File: src/rtl/relu_pool2_if.sv
// Stream bundle between the convolution filter, relu_pool2 and the next layer.
// Handshake: in_valid qualifies d_in for exactly one beat and there is no ready (the sink always
// accepts); out_valid is a one-cycle pulse qualifying d_out, which holds its value between pulses.
interface relu_pool2_if #(
  parameter int data_width = 16,
  parameter int in_width   = 36
);
  logic [in_width-1:0]   d_in;
  logic                  in_valid;
  logic [data_width-1:0] d_out;
  logic                  out_valid;
  logic                  frame_done;

  modport master (output d_in, in_valid, input d_out, out_valid, frame_done);
  modport slave  (input d_in, in_valid, output d_out, out_valid, frame_done);
endinterface

File: src/rtl/relu_pool2.sv
// ReLU + round/shift/saturate requantisation + non-overlapping 2x2 max pooling.
// Two registered stages: requantised pixel, then pooled output.
module relu_pool2 #(
  parameter int data_width = 16,
  parameter int w_width    = 16,
  parameter int FMAP_W     = 24,
  parameter int FMAP_H     = 24,
  parameter int SHIFT      = 15
) (
  input  logic        clk,
  input  logic        rst_n,
  relu_pool2_if.slave bus
);
  localparam int IN_W = w_width + data_width + 4;
  localparam int CW   = $clog2(FMAP_W);
  localparam int RW   = $clog2(FMAP_H);
  localparam int HW   = (FMAP_W > 2) ? $clog2(FMAP_W / 2) : 1;

  localparam logic [IN_W:0] RND  = (SHIFT == 0) ? '0
                                 : ((IN_W+1)'(1) << ((SHIFT > 0) ? (SHIFT - 1) : 0));
  localparam logic [IN_W:0] MAXQ = {{(IN_W+2-data_width){1'b0}}, {(data_width-1){1'b1}}};

  // Stage 1: requantisation
  logic [IN_W:0]         rnd_sum;
  logic [IN_W:0]         shifted;
  logic [data_width-1:0] q_next;
  logic                  s1_valid;
  logic [data_width-1:0] s1_q;

  // One extra bit keeps the rounding add from overflowing; only positive inputs reach it.
  always_comb begin
    rnd_sum = {bus.d_in[IN_W-1], bus.d_in} + RND;
    shifted = rnd_sum >> SHIFT;
    q_next  = '0;
    if (!bus.d_in[IN_W-1] && (bus.d_in != '0)) begin
      if (shifted > MAXQ) q_next = MAXQ[data_width-1:0];
      else                q_next = shifted[data_width-1:0];
    end
  end

  always_ff @(posedge clk or negedge rst_n) begin
    if (!rst_n) begin
      s1_valid <= 1'b0;
      s1_q     <= '0;
    end else begin
      s1_valid <= bus.in_valid;
      if (bus.in_valid) s1_q <= q_next;
    end
  end

  // Stage 2: position tracking and pooling
  logic [CW-1:0]         col;
  logic [RW-1:0]         row;
  logic [HW-1:0]         col_half;
  logic [data_width-1:0] h;
  logic [data_width-1:0] line_buf [FMAP_W/2];
  logic [data_width-1:0] buf_rd;
  logic [data_width-1:0] h_q_max;
  logic [data_width-1:0] buf_q_max;
  logic                  last_col;
  logic                  last_row;

  assign col_half  = HW'(col >> 1);
  assign last_col  = (col == CW'(FMAP_W - 1));
  assign last_row  = (row == RW'(FMAP_H - 1));
  assign buf_rd    = line_buf[col_half];
  assign h_q_max   = (h > s1_q) ? h : s1_q;
  assign buf_q_max = (buf_rd > s1_q) ? buf_rd : s1_q;

  always_ff @(posedge clk or negedge rst_n) begin
    if (!rst_n) begin
      col <= '0;
      row <= '0;
    end else if (s1_valid) begin
      if (last_col) begin
        col <= '0;
        row <= last_row ? '0 : row + RW'(1);
      end else begin
        col <= col + CW'(1);
      end
    end
  end

  // Every entry is written on an even row before the odd row reads it, so no reset is needed.
  always_ff @(posedge clk) begin
    if (s1_valid && !row[0] && col[0]) line_buf[col_half] <= h_q_max;
  end

  always_ff @(posedge clk or negedge rst_n) begin
    if (!rst_n) begin
      h              <= '0;
      bus.d_out      <= '0;
      bus.out_valid  <= 1'b0;
      bus.frame_done <= 1'b0;
    end else begin
      bus.out_valid  <= 1'b0;
      bus.frame_done <= 1'b0;
      if (s1_valid) begin
        case ({row[0], col[0]})
          2'b00: h <= s1_q;
          2'b10: h <= buf_q_max;
          2'b11: begin
            bus.d_out      <= h_q_max;
            bus.out_valid  <= 1'b1;
            bus.frame_done <= last_row && last_col;
          end
          default: ;
        endcase
      end
    end
  end
endmodule

File: src/flat_wrapper.sv
// flat-port wrapper written by rule: the top's interface ports become plain ports
module relu_pool2_flat 
#(
  parameter int data_width = 16,
  parameter int w_width    = 16,
  parameter int FMAP_W     = 24,
  parameter int FMAP_H     = 24,
  parameter int SHIFT      = 15
)
  (clk, rst_n, bus_d_in, bus_in_valid, bus_d_out, bus_out_valid, bus_frame_done);
  relu_pool2_if #(.data_width(data_width), .in_width(((16) + (16) + 4))) bus_i ();
  input  logic clk;
  input  logic rst_n;
  input wire logic [$bits(bus_i.d_in)-1:0] bus_d_in;
  input wire logic [$bits(bus_i.in_valid)-1:0] bus_in_valid;
  output wire logic [$bits(bus_i.d_out)-1:0] bus_d_out;
  output wire logic [$bits(bus_i.out_valid)-1:0] bus_out_valid;
  output wire logic [$bits(bus_i.frame_done)-1:0] bus_frame_done;
  assign bus_i.d_in = bus_d_in;
  assign bus_i.in_valid = bus_in_valid;
  assign bus_d_out = bus_i.d_out;
  assign bus_out_valid = bus_i.out_valid;
  assign bus_frame_done = bus_i.frame_done;
  relu_pool2 #(.data_width(data_width), .w_width(w_width), .FMAP_W(FMAP_W), .FMAP_H(FMAP_H), .SHIFT(SHIFT)) u_core (.clk(clk), .rst_n(rst_n), .bus(bus_i));
endmodule
File: config.mk
export PLATFORM = sky130hd
export DESIGN_NAME = relu_pool2_flat
export DESIGN_NICKNAME = d
export VERILOG_FILES = /design/src/rtl/relu_pool2_if.sv /design/src/rtl/relu_pool2.sv /design/src/flat_wrapper.sv
export SDC_FILE = /design/constraint.sdc
export NUM_CORES = 1
export LEC_CHECK = 0
export BUFFER_PORTS_ARGS = -buffer_cell sky130_fd_sc_hd__buf_4
export CAP_MARGIN = 10
export CORE_MARGIN = 2
export CORE_UTILIZATION = 65
export DETAILED_ROUTE_END_ITERATION = 8
export HOLD_SLACK_MARGIN = 0.1
export PLACE_DENSITY = 0.84
export SLEW_MARGIN = 0
export SYNTH_ARGS = -nofsm -noshare
export SYNTH_HDL_FRONTEND = slang
export SYNTH_SLANG_ARGS = --single-unit
File: constraint.sdc
create_clock -name clk -period 5.6 [get_ports clk]
set_input_delay 0.28 -clock clk [delete_from_list [all_inputs] [get_ports clk]]
set_output_delay 0.28 -clock clk [all_outputs]
set_load 0.02 [all_outputs]
* Word-level counts from Yosys, hierarchy flattened
Memory sizes are Yosys's and may differ from the RTL's. Index checks and enable logic that the tools add are counted.
Storage, ports and cells: register bits after elaboration 61, latch bits 0, memory bits (writable) 192, memory bits (read-only) 0, input port bits 39, output and inout port bits 18, word-level logic and storage cells 44, memories 1
Memories:
- u_core.line_buf | words 12, width 16, rd ports 1, clocked after Yosys merged registers in 0, write ports 1, line relu_pool2.sv:56 | logic [data_width-1:0] line_buf [FMAP_W/2];
Operators by class: add/subtract/negate cells 3, $mul 0, div/mod/pow operators 0, magnitude comparators 3, equal/unequal tests 4, shifts and indexed selects 0, mux-type cells 13, bitwise logic cells 0, reduce and logical (&&, ||, !) cells 12
Operators with widths (number):
- $mux 16 | 4
- $add 36x16->37 const B | 1
- $reduce_bool 36->1 | 1
- $gt 16x16->1 | 2
- $pmux 16 s2 | 1
- $gt 22x15->1 const B | 1
- $add 5x1->5 const B | 2
- $eq 5x5->1 const B | 2
- $mux 5 | 2
- $mux 1 | 6
- $reduce_and 2->1 | 3
- $eq 2x2->1 const B | 2
- $logic_and 1x1->1 | 4
- $logic_not 1->1 | 2
- $logic_not 2->1 | 1
- $reduce_bool 2->1 | 1

* Depth between registers and ports, before layout
Gate-level depths: netlist of run 1.
depth in word-level cells 5, gate-level depth with buffers 14, gate-level depth less buffers 11

* Worst setup path before layout of run 1
No wires, ideal clock.
path kind register to register, start point register u_core.col[1], end point register u_core.h[10], library setup time 0.126 ns, data arrival time 3.161 ns, required time 5.474 ns, slack 2.313 ns, cell stages (with the launch flop) 14, buffers on the path 3, period minus slack after synthesis 3.287 ns, cell sequence dfrtp_1 buf_2 buf_2 mux4_2 nand2_1 o21ai_0 ha_1 nand4_1 nor4_2 a21boi_2 o41ai_4 clkbuf_2 nor2b_1 a221o_1
On the way: longest elaborated chain between the ends 4
Ends and longest elaborated chain:
- start: declaration | line relu_pool2.sv:52 | logic [CW-1:0] col;
- start signal: assignment | line relu_pool2.sv:79 | col <= col + CW'(1);
- $mem_v2 12x16 *
- $gt 16x16->1 | line relu_pool2.sv:68 | assign buf_q_max = (buf_rd > s1_q) ? buf_rd : s1_q;
- $mux 16 * | line relu_pool2.sv:68
- $pmux 16 s2 * | line relu_pool2.sv:99 | case ({row[0], col[0]})
- end signal: assignment | line relu_pool2.sv:100 | 2'b00: h <= s1_q;
- end signal: assignment | line relu_pool2.sv:101 | 2'b10: h <= buf_q_max;
- end: declaration | line relu_pool2.sv:55 | logic [data_width-1:0] h;
Mark *: on every way between the ends. The rest lies on a longest branch, timed or not. A chain may end at the register's enable or synchronous reset.

* Worst setup path in the final report of run 1
start point register u_core.col[2], end point register u_core.h[0]
Same word-level chain as after synthesis.

==> flow_metrics.env, run 1 <==
export IMPL_final_util=0.754
export IMPL_rows=48
export IMPL_grt_total_usage=0.302
export IMPL_cpLargestDelayFamily="compound AO/OA/AOI/OAI gates"
export IMPL_critPathMaxFanout=42
export IMPL_p_leak_nw=4.84
export IMPL_syn_inst=746
export IMPL_grt_max_degree=62
export IMPL_fmax_mhz=212
export IMPL_crit_type="reg2reg"
export IMPL_syn_area_um2=11500
export IMPL_clk_insertion_delay_late_ps=530
export IMPL_cp_startpoint="u_core.col[2]"
export IMPL_maxCapViolCount=0
export IMPL_drt_iter0_drc=825
export IMPL_clk_pin_slew_worst_paths_ps=70
export IMPL_fin_worst_skew_ps=12.1
export IMPL_slew_viol_final=0
export IMPL_ys_types=59
export IMPL_syn_avg_cell_area_um2=15.4
export IMPL_clock_tree_root_cell="clkbuf_16"
export IMPL_initial_core_util=0.666
export IMPL_synth_edf_count=192
export IMPL_dpl_hpwl_um=17200
export IMPL_yosysWarnings=0
export IMPL_finalNetCount=888
export IMPL_antenna_found_initial=0
export IMPL_setup_violations=0
export IMPL_die_area_um2=18800
export IMPL_n_fill_cell=997
export IMPL_fin_ws_ps=892
export IMPL_critPathBufInv=1
export IMPL_maxUsedRoutingLayer="met4"
export IMPL_reg2reg_from="u_core.col[2]"
export IMPL_hold_path_startpoint="bus_d_in[20]"
export IMPL_final_cell_mix="192 x edfxtp_1, 73 x buf_4, 67 x nor2_1"
export IMPL_end_kind="register"
export IMPL_synth_top_cells_by_area="edfxtp_1 50%, dfrtp_1 13%, mux4_2 9.4%, ha_1 3.9%, mux2_4 2.6%"
export IMPL_crit_chain="buf_4 -> mux4_2 -> mux2i_1 -> o21ai_0 -> ha_1 -> nand4_2 -> nor4_2 -> a21boi_2 -> o41ai_4 -> nor2_1 -> a221o_1"
export IMPL_ir_drop_uv=322
export IMPL_worstMarginPinSlew_ps=1180
export IMPL_clock_path_buffers=3
export IMPL_die_y_um=137
export IMPL_cp_slowest_cell="dfrtp_2"
export IMPL_htreeDepth=1
export IMPL_synth_compound_area_share=0.0567
export IMPL_async_flop_share=0.241
export IMPL_hold_viol=0
export IMPL_routedWlPerCell_um=25.9
export IMPL_grt_pass1_wl_um=41500
export IMPL_syn_nets=821
export IMPL_cp_data_arrival_time_ps=5110
export IMPL_synth_fa_ha_area_frac=0.0391
export IMPL_yosysSeqAreaShare=0.633
export IMPL_grt_pass1_vias=7169
export IMPL_fin_area_um2=13000
export IMPL_cts_tree="built"
export IMPL_drive_gt1_frac=0.258
export IMPL_synth_top_family_by_area="multiplexers"
export IMPL_slowest_delay_ps=1050
export IMPL_fp_coreArea_um2=17300
export IMPL_power_density_nw_per_um2=505
export IMPL_numCtsBuffers=25
export IMPL_grt_setup_unrepaired="false"
export IMPL_routed_via_density=6.70
export IMPL_final_common_cell="edfxtp_1"
export IMPL_io_buffers=56
export IMPL_vias=7082
export IMPL_status="finished, final reports clean"
export IMPL_met2_length_um=13700
export IMPL_place_area_um2=12200
export IMPL_slew_limit_headroom=0.215
export IMPL_gr_total_overflow=0
export IMPL_pre_cts_slack_ps=1280
export IMPL_synth_xor_area_frac=0.0122
export IMPL_final_min_clock_period_ps=4710
export IMPL_areaGrowthSynthToFinish_pct=13.3
export IMPL_synth_simple_gate_area_share=0.0868
export IMPL_synth_seq_cells=253
export IMPL_synth_area_leader_cell="edfxtp_1"
export IMPL_postCtsSetupBuffers=0
export IMPL_wl_met1_um=10500
export IMPL_hold_class="in2reg"
export IMPL_fin_crit_sh=0.841
export IMPL_routed_wl_um=27400
export IMPL_clock_sinks=253
export IMPL_synth_ff_type="edfxtp_1"
export IMPL_synth_area_mux_share=0.148
export IMPL_synth_top_cell_area_share=0.501
export IMPL_gp_congestion=0.906
export IMPL_drc_errors=0
export IMPL_antenna_cells=0
export IMPL_ioPinCount=57
export IMPL_first_pass_iters=6
export IMPL_crit_path_start_kind="register"
export IMPL_die_x_um=137
export IMPL_antenna_left=0
export IMPL_crit_required_ps=6010
export IMPL_wl_met3_um=2370
export IMPL_tns_ps=0
synthesized netlist by cell type, drive strengths merged, types with 12 or more instances:
master	instances
edfxtp	192
o21ai	26
nand2	41
dfrtp	61
mux4	48
clkbuf	16
a221o	16
mux2i	17
a31oi	17
nand4	12
inv	21
nor2	67
nor2b	17
mux2	34
ha	36
a21oi	21
buf	20
state kept, by name, indices dropped and copies added (netlist names):
| register | count |
|---|---|
| u_core.s1_valid | 1 |
| u_core.bus.frame_done | 1 |
| u_core.row | 5 |
| u_core.col | 5 |
| u_core.h | 16 |
| u_core.bus.out_valid | 1 |
| u_core.s1_q | 16 |
| u_core.line_buf | 192 |
| u_core.bus.d_out | 16 |
through the flow:
step / hold WS (ps) / power [mW] / instances
finish: 127 / 6.59 / 1057
global route: 155 / 6.83 / 1057
CTS: 117 / 6.58 / 1057
detailed placement: 415 / 4.83 / 1009
global placement: 395 / 4.72 / 1009
floorplan: -15.6 / 4.20 / 746
worst paths after layout:
| path | to | slack (ps) | depth (start not counted) |
|---|---|---|---|
| max reg2reg | u_core.h[0] | 890 | 11 |
| min reg2reg | u_core.bus.d_out[0] | 510 | 1 |
| max | u_core.h[0] | 890 | 11 |
| min | u_core.s1_q[5] | 130 | 4 |
| min in group asynchronous | u_core.row[4] | 380 | 2 |
| max in group asynchronous | u_core.col[1] | 4660 | 2 |
kinds of logic (layout without fill, tap and decap cells):
family / Yosys count / count (layout)
AO/OA/AOI/OAI: 92 / 92
XOR/XNOR: 16 / 16
adder cells (fa/ha/maj): 36 / 36
buffers and inverters: 57 / 143
flip-flops: 253 / 253
multiplexers: 99 / 99
AND/OR/NAND/NOR: 193 / 193
tightest hold or removal path: cells and delay by family:
kind	cells	cell delay [ps]
buffers and inverters	1	100
AND/OR/NAND/NOR	1	80
AO/OA/AOI/OAI	1	80
XOR/XNOR	1	70
power breakdown:
group / leakage, nW / switching, mW / internal [mW] / total (mW)
Clock: 0.392 / 0.704 / 0.980 / 1.68
Sequential: 2.53 / 0.249 / 2.44 / 2.69
Combinational: 1.92 / 1.24 / 0.972 / 2.21
metal layers:
metal / up-vias / global-route usage
met4: 0 / 0.103
met5: - / 0
met3: 80 / 0.0452
met2: 424 / 0.500
met1: 3558 / 0.416
li1: 3020 / -
layout make-up:
cell class | count | area (µm²) | area share
Clock buffer | 31 | 658 | 0.0505
Clock inverter | 15 | 170 | 0.0130
Inverter | 21 | 78.8 | 0.00604
Multi-Input combinational cell | 436 | 3970 | 0.305
Sequential cell | 253 | 7290 | 0.559
Tap cell | 225 | 282 | 0.0216
Timing Repair Buffer | 76 | 588 | 0.0451
what timing repair did:
action,4_1_cts,5_1_grt
setup endpoints to repair,0,0
gates resized for setup,0,0
hold buffers,2,0
endpoints found under the hold margin,63,0
Note: power is estimated with default switching activity, not from simulation.
==> run 2: changes to the inputs <==
- CORE_UTILIZATION: 65 -> 61
- PLACE_DENSITY: 0.84 -> 0.79
- clock period: 5.6 -> 4.6 ns (I/O delays scaled with it)
==> run 2 against run 1 <==
Register-to-register slack got worse by 290 ps. Via count decreased by 3.0%. Sequential share of layout area decreased by 0.21 points. Design area increased by 0.40%. Final cell count increased by 1.6%. Hold slack got worse by 19 ps. Sequential cell count unchanged. Clock-buffer cell count increased by 5. Largest cell class unchanged.
==> flow_metrics.env, run 2 (same netlist as run 1, synthesis figures left out) <==
export IMPL_ir_drop_uv=354
export IMPL_finalNetCount=896
export IMPL_drive_gt1_frac=0.265
export IMPL_dpl_hpwl_um=17300
export IMPL_slew_limit_headroom=0.225
export IMPL_routed_via_density=6.39
export IMPL_clk_pin_slew_worst_paths_ps=60
export IMPL_holdPathEnd="u_core.s1_q[6]"
export IMPL_fp_coreArea_um2=18600
export IMPL_gr_total_overflow=0
export IMPL_crit_required_ps=5040
export IMPL_fin_worst_skew_ps=15.3
export IMPL_gp_congestion=0.956
export IMPL_r2r_end="u_core.h[13]"
export IMPL_grt_total_usage=0.262
export IMPL_grt_pass1_vias=7022
export IMPL_final_cell_mix="192 x edfxtp_1, 78 x buf_4, 67 x nor2_1"
export IMPL_hold_depth=4
export IMPL_grt_max_degree=62
export IMPL_worstMarginPinSlew_ps=1160
export IMPL_die_x_um=141
export IMPL_power_density_nw_per_um2=597
export IMPL_largest_register="u_core.line_buf"
export IMPL_end_kind="register"
export IMPL_reg2reg_from="u_core.col[1]"
export IMPL_final_common_cell="edfxtp_1"
export IMPL_maxCapViolCount=0
export IMPL_areaGrowthSynthToFinish_pct=13.7
export IMPL_ctsHoldBuffers=4
export IMPL_drt_iter0_drc=630
export IMPL_hold_viol=0
export IMPL_ioPinCount=57
export IMPL_r2r_slack_ps=600
export IMPL_clock_tree_root_cell="clkbuf_16"
export IMPL_numCtsBuffers=25
export IMPL_clk_insertion_delay_late_ps=520
export IMPL_crit_path_start_kind="register"
export IMPL_slew_viol_final=0
export IMPL_total_power_mw=7.82
export IMPL_tns_ps=0
export IMPL_setup_violations=0
export IMPL_grt_setup_unrepaired="false"
export IMPL_clock_sinks=253
export IMPL_fin_area_um2=13100
export IMPL_first_pass_iters=5
export IMPL_largest_register_ffs=192
export IMPL_vias=6868
export IMPL_status="finished, final reports clean"
export IMPL_antenna_found_initial=0
export IMPL_hold_path_startpoint="bus_d_in[21]"
export IMPL_htreeDepth=1
export IMPL_routedWlPerCell_um=23.8
export IMPL_postCtsSetupBuffers=0
export IMPL_cp_data_arrival_time_ps=4440
export IMPL_critPathMaxFanout=22
export IMPL_crit_type="reg2reg"
export IMPL_final_min_clock_period_ps=4000
export IMPL_clock_path_buffers=3
export IMPL_die_area_um2=20000
export IMPL_grt_pass1_wl_um=39600
export IMPL_cts_resized=0
export IMPL_initial_core_util=0.618
export IMPL_io_buffers=56
export IMPL_fmax_mhz=250
export IMPL_hold_class="in2reg"
export IMPL_fin_crit_sh=0.870
export IMPL_reg2reg_depth=11
export IMPL_p_leak_nw=4.88
export IMPL_antenna_cells=0
export IMPL_antenna_left=0
export IMPL_place_area_um2=12300
export IMPL_rows=50
export IMPL_cts_tree="built"
export IMPL_routed_wl_um=25600
export IMPL_drc_errors=0
export IMPL_die_y_um=141
-- run 2: cell types whose count changed in the layout (fill, tap and decap cells not counted), sizes merged --
cell / before / now
clkinvlp: 4 / 1
bufinv: 3 / 0
dlygate4sd3: 2 / 4
clkinv: 7 / 8
clkbuf: 31 / 36
buf: 74 / 80
-- run 2: cell type report --
type	count	area [µm²]
Clock buffer	36	737
Clock inverter	10	52.6
Fill cell	1196	5550
Inverter	21	78.8
Multi-Input combinational cell	436	3970
Sequential cell	253	7300
Tap cell	234	293
Timing Repair Buffer	84	666
-- run 2: worst max-delay path, cell delays in order, from the launching register on --
cell	delay [ps]
dfrtp_4	710
buf_4	320
mux4_2	520
mux2i_1	170
o21ai_1	100
ha_1	290
nor2b_1	140
o211ai_1	280
a21boi_2	130
or4_4	570
a21oi_4	440
a221o_1	250
-- run 2: routing by layer --
metal | track usage | up-vias | part of all wire
met2 | 0.446 | 285 | 0.51
li1 | - | 3042 | -
met1 | 0.362 | 3489 | 0.40
met4 | 0.0668 | 0 | 0.024
met5 | 0 | - | 0
met3 | 0.0378 | 52 | 0.063
-- run 2: worst max-delay path by stage --
stage	start	to	slack [ps]	depth (start not counted)
final	u_core.col[1]	u_core.h[13]	600	11
after global routing	u_core.col[1]	u_core.h[13]	340	11
after CTS	u_core.col[1]	u_core.h[13]	570	11
after global placement	u_core.col[1]	u_core.h[9]	730	11
after detailed placement	u_core.col[1]	u_core.h[13]	640	11
after floorplan	u_core.col[1]	u_core.h[10]	1310	13
-- run 2: through the flow --
stage / cells / utilization / hold WS, ps / worst slack (ps)
3_3_place_gp: 1024 / 0.658 / 343 / 729
4_1_cts: 1074 / 0.702 / 101 / 573
2_1_floorplan: 746 / - / -65.6 / 1310
5_1_grt: 1074 / 0.702 / 114 / 341
6_report: 1074 / 0.702 / 108 / 600
3_5_place_dp: 1024 / 0.658 / 358 / 635
-- run 2: where the power goes --
part | switching [mW] | leakage (nW) | internal, mW
Sequential | 0.284 | 2.53 | 2.97
Clock | 0.806 | 0.392 | 1.11
Combinational | 1.44 | 1.96 | 1.20
Total | 2.53 | 4.88 | 5.29
==> run 3: changes to the inputs <==
- MAX_ROUTING_LAYER: unset -> met4
- TNS_END_PERCENT: unset -> 100
==> run 3 against run 2 <==
Design area increased by 0.85%. Sequential cell count unchanged. Global-route usage increased by 1.2 points. Critical path type unchanged. Clock-buffer cell count decreased by 3. Clock skew about the same. Sequential power about the same. Hold slack improved by 7.4 ps. Worst setup slack improved by 36 ps. Non-clock buffer count decreased by 2. Clock power increased by 12%.
==> flow_metrics.env, run 3 (same netlist as run 1, synthesis figures left out) <==
export IMPL_cp_data_arrival_time_ps=4410
export IMPL_initial_core_util=0.618
export IMPL_final_min_clock_period_ps=3960
export IMPL_hold_viol=0
export IMPL_die_y_um=141
export IMPL_final_common_cell="edfxtp_1"
export IMPL_dpl_hpwl_um=17200
export IMPL_final_util=0.708
export IMPL_grt_total_usage=0.274
export IMPL_drc_errors=0
export IMPL_drt_iter0_drc=730
export IMPL_status="finished, final reports clean"
export IMPL_die_area_um2=20000
export IMPL_gr_total_overflow=0
export IMPL_reg2reg_from="u_core.col[1]"
export IMPL_clk_insertion_delay_late_ps=520
export IMPL_finalNetCount=894
export IMPL_n_fill_cell=1217
export IMPL_htreeDepth=1
export IMPL_fmax_mhz=252
export IMPL_final_cell_mix="192 x edfxtp_1, 72 x buf_4, 67 x nor2_1"
export IMPL_gp_congestion=0.991
export IMPL_antenna_cells=0
export IMPL_areaGrowthSynthToFinish_pct=14.7
export IMPL_end_kind="register"
export IMPL_ioPinCount=57
export IMPL_io_buffers=56
export IMPL_power_density_nw_per_um2=608
export IMPL_die_x_um=141
export IMPL_antenna_left=0
export IMPL_tns_ps=0
export IMPL_r2r_end="u_core.h[13]"
export IMPL_hold_depth=4
export IMPL_slew_limit_headroom=0.224
export IMPL_cp_startpoint="u_core.col[1]"
export IMPL_largest_register_ffs=192
export IMPL_worstMarginPinSlew_ps=1160
export IMPL_clk_pin_slew_worst_paths_ps=60
export IMPL_grt_max_degree=62
export IMPL_hold_class="in2reg"
export IMPL_fin_crit_sh=0.862
export IMPL_antenna_found_initial=0
export IMPL_clock_tree_root_cell="clkbuf_16"
export IMPL_fin_worst_skew_ps=15.8
export IMPL_grt_pass1_vias=7073
export IMPL_cts_resized=0
export IMPL_first_pass_iters=7
export IMPL_fp_coreArea_um2=18600
export IMPL_crit_path_start_kind="register"
export IMPL_clock_sinks=253
export IMPL_p_leak_nw=4.92
export IMPL_routed_wl_um=26100
export IMPL_endpoint="u_core.h[13]"
export IMPL_vias=6889
export IMPL_drive_gt1_frac=0.266
export IMPL_routed_via_density=6.43
export IMPL_setup_violations=0
export IMPL_crit_required_ps=5040
export IMPL_ir_drop_uv=373
export IMPL_critPathMaxFanout=20
export IMPL_numCtsBuffers=25
export IMPL_total_power_mw=8.03
export IMPL_maxCapViolCount=0
export IMPL_crit_type="reg2reg"
export IMPL_slew_viol_final=0
export IMPL_routedWlPerCell_um=24.4
export IMPL_grt_pass1_wl_um=40100
export IMPL_postCtsSetupBuffers=0
export IMPL_cts_tree="built"
export IMPL_reg2reg_depth=11
export IMPL_grt_setup_unrepaired="false"
export IMPL_r2r_slack_ps=640
export IMPL_largest_register="u_core.line_buf"
export IMPL_rows=50
export IMPL_clock_path_buffers=3
## run 3: changes by cell type in the layout (fill, tap and decap cells not counted), moves of 2 or more
cell,previous run,this run
buf_4,78,72
bufinv_16,0,3
clkbuf_8,7,4
clkinv_1,3,0
buf_12,2,4
clkbuf_1,4,2
clkbuf_16,25,27
dlygate4sd3_1,4,6
## run 3: through the flow
stage               worst slack, ps  cells  hold slack (ps)  cell area (µm²)
floorplan                      1310    746            -65.6            11500
global placement                692   1020              361            12300
detailed placement              651   1020              373            12300
CTS                             635   1071              105            13200
global route                    422   1071              128            13200
finish                          637   1071              116            13200
## run 3: worst min-delay path by stage
stage	end	from	slack, ps
detailed placement	u_core.bus.d_out[13]	rst_n	370
floorplan	u_core.bus.d_out[0]	rst_n	-70
finish	u_core.s1_q[4]	bus_d_in[19]	120
global placement	u_core.bus.d_out[13]	rst_n	360
CTS	u_core.s1_q[4]	bus_d_in[19]	100
global route	u_core.s1_q[4]	bus_d_in[19]	130
## run 3: final cells by class
cell class / instances / area [µm²] / share of cell area
sequential: 253 / 7300 / 0.552
multi-input combinational: 436 / 3970 / 0.301
clock buffer: 33 / 738 / 0.0559
timing repair buffer: 82 / 681 / 0.0515
tap: 234 / 293 / 0.0222
clock inverter: 12 / 148 / 0.0112
inverter: 21 / 78.8 / 0.00597
## run 3: power by group
group | switching, mW | total, mW | internal, mW
sequential | 0.260 | 3.23 | 2.97
clock | 0.848 | 2.15 | 1.30
combinational | 1.45 | 2.65 | 1.21
## run 3: critical path: stages, from the launching register on
cell,delay (ps)
dfrtp_4,700
buf_12,250
mux4_2,540
mux2i_1,170
o21ai_1,110
ha_1,300
nor2b_1,130
o211ai_1,260
a21boi_2,140
or4_4,560
a21oi_4,450
a221o_1,260
## run 3: what timing repair did
item	4_1_cts	5_1_grt
endpoints found under the hold margin	67	0
hold buffers	6	0
endpoints found under the setup margin	0	0
## run 3: per-layer routing
| layer | global-route usage | up-vias | part of all wire |
|---|---|---|---|
| li1 | - | 3044 | - |
| met1 | 0.367 | 3525 | 0.41 |
| met2 | 0.448 | 261 | 0.50 |
| met3 | 0.0381 | 59 | 0.062 |
| met4 | 0.0811 | 0 | 0.028 |
| met5 | - | - | 0 |
